<file path="config.mk">
export PLATFORM = sky130hd
export DESIGN_NAME = sensor_frontend
export DESIGN_NICKNAME = d
export VERILOG_FILES = /design/src/rtl/sensor_frontend.sv
export SDC_FILE = /design/constraint.sdc
export NUM_CORES = 1
export LEC_CHECK = 0
export ABC_CLOCK_PERIOD_IN_PS = 1400
export BUFFER_PORTS_ARGS = -buffer_cell sky130_fd_sc_hd__buf_4
export CORE_MARGIN = 3
export CORE_UTILIZATION = 49
export CTS_CLUSTER_SIZE = 20
export DETAILED_ROUTE_END_ITERATION = 8
export GPL_TIMING_DRIVEN = 0
export PLACE_DENSITY = 0.83
export SLEW_MARGIN = 20
export SYNTH_ARGS = -nofsm -noshare
export SYNTH_HDL_FRONTEND = slang
export SYNTH_SLANG_ARGS = --single-unit
</file>
<file path="constraint.sdc">
create_clock -name clk -period 1.4 [get_ports clk]
set_input_delay 0.14 -clock clk [delete_from_list [all_inputs] [get_ports clk]]
set_output_delay 0.14 -clock clk [all_outputs]
set_load 0.01 [all_outputs]
</file>
<file path="src/rtl/sensor_frontend.sv">
// sensor_frontend: synchronizes and debounces three bouncy sensor pins and queues their rising edges as events.
// Ports:
//   clk, reset (async, active-low)
//   raw_sensor1..3  : asynchronous bouncy inputs
//   sensor1..3      : debounced levels
//   event_valid/id  : lowest-numbered pending rise (id 1..3, 0 when idle)
//   event_ready     : consumer handshake
//   event_count     : saturating count of accepted events
//   overrun         : sticky, a rise hit a channel whose event was still pending
module sensor_frontend #(
    parameter int DEBOUNCE_CYCLES = 4
) (
    input  logic       clk,
    input  logic       reset,
    input  logic       raw_sensor1,
    input  logic       raw_sensor2,
    input  logic       raw_sensor3,
    output logic       sensor1,
    output logic       sensor2,
    output logic       sensor3,
    output logic       event_valid,
    output logic [1:0] event_id,
    input  logic       event_ready,
    output logic [7:0] event_count,
    output logic       overrun
);
    logic [2:0] raw, s1_q, s2_q, sens_q, sens_d, flip, pend_q, pend_d, rise, clr;
    logic [3:0] cnt_q [3];
    logic [3:0] cnt_d [3];
    logic [7:0] count_q, count_d;
    logic       ovr_q, ovr_d, hs;

    assign raw = {raw_sensor3, raw_sensor2, raw_sensor1};

    // the counter tracks consecutive clocks the synchronized level has disagreed with the output
    always_comb begin
        for (int i = 0; i < 3; i++) begin
            flip[i]   = (s2_q[i] != sens_q[i]) && (cnt_q[i] == 4'(DEBOUNCE_CYCLES - 1));
            sens_d[i] = flip[i] ? s2_q[i] : sens_q[i];
            cnt_d[i]  = (s2_q[i] == sens_q[i] || flip[i]) ? 4'd0 : cnt_q[i] + 4'd1;
        end
    end

    assign event_valid = |pend_q;
    assign event_id    = pend_q[0] ? 2'd1 : pend_q[1] ? 2'd2 : pend_q[2] ? 2'd3 : 2'd0;
    assign hs          = event_valid & event_ready;
    assign clr         = {hs & (event_id == 2'd3), hs & (event_id == 2'd2), hs & (event_id == 2'd1)};
    assign rise        = sens_d & ~sens_q;
    // a rise on the edge its own pending bit is being consumed re-arms it without overrun
    assign pend_d      = (pend_q & ~clr) | rise;
    assign ovr_d       = ovr_q | (|(rise & pend_q & ~clr));
    assign count_d     = (hs && count_q != 8'hFF) ? count_q + 8'd1 : count_q;

    always_ff @(posedge clk or negedge reset) begin
        if (!reset) begin
            s1_q    <= '0;
            s2_q    <= '0;
            sens_q  <= '0;
            pend_q  <= '0;
            count_q <= '0;
            ovr_q   <= 1'b0;
            for (int i = 0; i < 3; i++) cnt_q[i] <= '0;
        end else begin
            s1_q    <= raw;
            s2_q    <= s1_q;
            sens_q  <= sens_d;
            pend_q  <= pend_d;
            count_q <= count_d;
            ovr_q   <= ovr_d;
            for (int i = 0; i < 3; i++) cnt_q[i] <= cnt_d[i];
        end
    end

    assign {sensor3, sensor2, sensor1} = sens_q;
    assign event_count                 = count_q;
    assign overrun                     = ovr_q;
endmodule

</file>
[Yosys cells after proc, flatten, opt, wreduce, memory -nomap -nowiden]
Cells that the tools add are included.
Operators by class
  add/subtract/negate cells: 4
  equality and inequality tests: 13
  muxes and demuxes: 9
  bitwise operators: 12
  reductions and logical operators: 9
Operator list (count)
  adder 4 x 1 -> 4 bit (second input constant): 3
  bitwise AND 3 bit: 4
  == test 4 x 2 -> 1 bit (second input constant): 3
  2-to-1 mux 4 bit: 3
  adder 8 x 1 -> 8 bit (second input constant): 1
  inequality test 8 bit (second input constant): 1
  2-to-1 mux 2 bit: 3
  NOT 3 bit: 2
  OR reduction 3 bit: 2
  bitwise AND 1 bit: 4
  == test 2 bit (second input constant): 2
  logical AND 1 bit: 4
  == test 1 bit: 3
  logical OR 1 bit: 3
  2-to-1 mux 1 bit: 3
  inequality test 1 bit: 3
  OR 3 bit: 1
  == test 2 x 1 -> 1 bit (second input constant): 1
  OR 1 bit: 1
Word-level totals
  register bits after elaboration: 33
  input port bits: 6
  output and inout bits: 15
  logic and storage cells: 56

[Depth between registers and ports, before layout]
  depth after elaboration: 9
  gate-level depth with buffers: 5

[Worst setup path before layout]
Ideal clock, no wire load.
  path type: register to register
  start point: register count_q[0] (netlist: event_count[0])
  end point: register count_q[1] (netlist: event_count[1])
  arrival time: 1.348 ns
  required time: 1.275 ns
  setup slack: -0.074 ns
  cell stages (with the launch flop): 5
  buffers on the path: 0
  clock period less this slack: 1.474 ns
  cell sequence: dfrtp_1 -> ha_1 -> nand3_1 -> o211ai_4 -> mux2_4
Between the ends
  cells in the longest elaborated chain, start to end: 2
Ends and longest elaborated chain
  from (decl): RTL line 30  | logic [7:0] count_q, count_d;
  from (signal assigned): RTL line 68  | count_q <= count_d;
  parallel branches: the longest is 2 deep, another holds adder 8 x 1 -> 8 bit
Parallel ways; which one is timed is not known.
A chain may end at the register's enable or synchronous reset.

[Final worst setup path]
  start point: register count_q[4] (netlist: event_count[4])
  end point: register count_q[1] (netlist: event_count[1])
Between the ends
  cells in the longest elaborated chain, start to end: 2
Ends and longest elaborated chain
  inequality test 8 bit: RTL line 52  | assign count_d = (hs && count_q != 8'hFF) ? count_q + 8'd1 : count_q;
  logical AND 1 bit: RTL line 52
No other way between the ends.

==> flow_summary.ini <==
[logic_synthesis]
ys.flop_type = dfrtp_1
yosys.area.top_type = dfrtp_1
synth_edf_count = 0
synth.area.top_cells = dfrtp_1, xor2_1, nor2_1, ha_1, nand3_1
ys_warn_count = 0
synth_common_cells = dfrtp_1, nor2_1, xor2_1
ys_seq_area_share_pct = 59.5
ys_types = 24
ys_seq_elements = 33
postSynthAreaPerCell_um2 = 11.9
yosys.cell_count.top_type = dfrtp_1
synth.net_count = 127
yosysTopAreaCellShare_pct = 59.5
syn_inst = 117
netlist_area_mm2 = 0.00139
synthArstFlopShare_pct = 100

[timing]
timing.final.hold_violations = 0
finClkSkew_ps = 11.7
finalSetupTns_ps = -44.3
fmax_mhz = 700
period_share_pct = 102
whs_ps = 69.0
worstMarginPinSlew_ps = 404
worst_slack_ps = -28.3
final-setup-viol-count = 2
rsz0062_at_grt = yes
drv_slew = 0
slew_headroom_pct = 73.1
finalCriticalPeriod_ps = 1430

[die]
fp-row-count = 18
io_pins = 21
die_area_mm2 = 0.00351
die_w_um = 59.2
coreArea_mm2 = 0.00259
dieHeight_um = 59.2
initial_core_util_pct = 53.6

[cts]
cts_buffers = 5
cts.clk_slew.worst_paths_ps = 100
cts_buffer_depth = 2
htree_levels = 2
cts_tree = built
cts.sinks = 33
root_buffer = clkbuf_4
insertion_delay_ps = 330

[power_and_ir_drop]
power_density_mw_per_mm2 = 1690
p_int_mw = 2.05
pwr-share-clk_pct = 15.9
leakage_nw = 0.922
peakVddDrop_mv = 1.53
combPwrFrac_pct = 39.0
p_sw_mw = 1.05
seq_power_share_pct = 45.1
swShare_pct = 33.9

[final_layout]
seqCellArea_um2 = 827
area_growth_pct = 32.6
multi_input_area_um2 = 597
fillers = 180
antenna_cells = 0
fin_nets = 172
drive_above_1_share_pct = 37.4

[routing]
drc = 0
viasPerCell = 5.08
ant_nets = 0
wire_per_inst_um = 13.8
dr.pass1.iters = 4
vias = 981
drtIter0Drc = 22
routed_wl_mm = 2.67

[place]
place_hpwl_mm = 1.78
numPortBuffers = 20
gp_congestion = 0.771
post-place-ws_ps = -291

[critical_path]
crit_fanout = 8
critPathLaunchType = flop
crit_path_end_kind = flop
crit_arrival_ps = 1650
crit_family = flip-flops
crit_path_max_incr_delay_ps = 450
critPathBufInv = 0
worstSetupPathType = reg -> reg
cpMaxStageDelayCell = dfrtp_1
cp_cell_sequence = nand4_2, o211ai_4, mux2_4
cp_data_required_time_ps = 1620

[global_route]
antenna_found_initial = 0
grt_pass1_vias = 1009
grt-ovfl-total = 0
grt_pass1_wl_mm = 4.49
grtUsageTotal_pct = 17.9
grt_max_degree = 34

[outcome]
status = finished with violations
violations = negative setup slack

[run]
cap_violations = 0

[min_path]
hold_path.class = in -> reg
layout make-up:
class / instances / share of cell area [%]
clock buffer: 6 / 2.24
clock inverter: 2 / 0.543
inverter: 8 / 1.63
multi-input combinational: 76 / 32.4
sequential: 33 / 44.9
tap: 30 / 2.04
timing repair buffer: 38 / 16.2
path summary, 6_finish.rpt:
path | cells past startpoint | startpoint | end | slack (ps)
min in group asynchronous | 2 | reset | event_count[4] | 270
worst min register to register | 0 | s1_q[2] | s2_q[2] | 360
worst max register to register | 3 | event_count[4] | event_count[1] | -30
worst min-delay path | 2 | event_ready | pend_q[0] | 70
max in group asynchronous | 2 | reset | event_count[3] | 820
worst max-delay path | 3 | event_count[4] | event_count[1] | -30
sequential cells by signal, summed over array words and instances (netlist names):
register     count
cnt_q           12
s2_q             3
event_count      8
s1_q             3
pend_q           3
overrun          1
sens_q           3
power by group through the flow:
stage | logic, mW | clock network, mW | registers, mW
6_report | 1.21 | 0.494 | 1.40
5_1_grt | 1.35 | 0.576 | 1.43
4_1_cts | 1.09 | 0.515 | 1.40
3_5_place_dp | 0.909 | 0 | 1.43
3_3_place_gp | 0.873 | 0 | 1.40
2_1_floorplan | 0.524 | 0 | 1.43
per-layer routing:
layer  GRT usage (%)  wire length [um]
met2            28.2              1440
met3            4.58               124
met4            11.7                24
met1            21.6              1090
met5               0                 0
logic make-up after synthesis:
kind of cell / Yosys count / share of synthesized area [%]
mux: 4 / 3.51
compound gates: 9 / 5.50
flops: 33 / 59.5
xor+xnor: 15 / 9.46
fa+ha+maj: 4 / 3.60
simple gates: 44 / 16.3
buf+inv: 8 / 2.16
placed cells by master, fill, tap and decap left out, drive strengths merged, types with 4 or more instances in the layout:
| master | Yosys | final |
|---|---|---|
| buf | 0 | 34 |
| dfrtp | 33 | 33 |
| nor2 | 17 | 17 |
| xor2 | 11 | 11 |
| inv | 8 | 8 |
| nand3 | 8 | 8 |
| clkbuf | 0 | 6 |
| xnor2 | 4 | 4 |
| nand2 | 4 | 4 |
| dlygate4sd3 | 0 | 4 |
| ha | 4 | 4 |
| mux2 | 4 | 4 |
stage by stage:
stage,cell area [um2],util [%],instances,power (mW)
floorplan,1390,-,117,1.95
detailed placement,1580,60.9,167,2.34
finish,1840,71.1,193,3.11
CTS,1770,68.5,188,3.00
global placement,1580,60.9,167,2.28
global route,1840,71.1,193,3.36
timing repair:
action / 4_1_cts / 5_1_grt
endpoints found under the setup margin: 15 / 18
setup buffers: 9 / 5
pin swaps: 3 / 5
gates resized for setup: 8 / 9
hold buffers: 4 / 0
hold endpoints to repair: 36 / 0
Note: power is estimated with default switching activity, not from simulation.
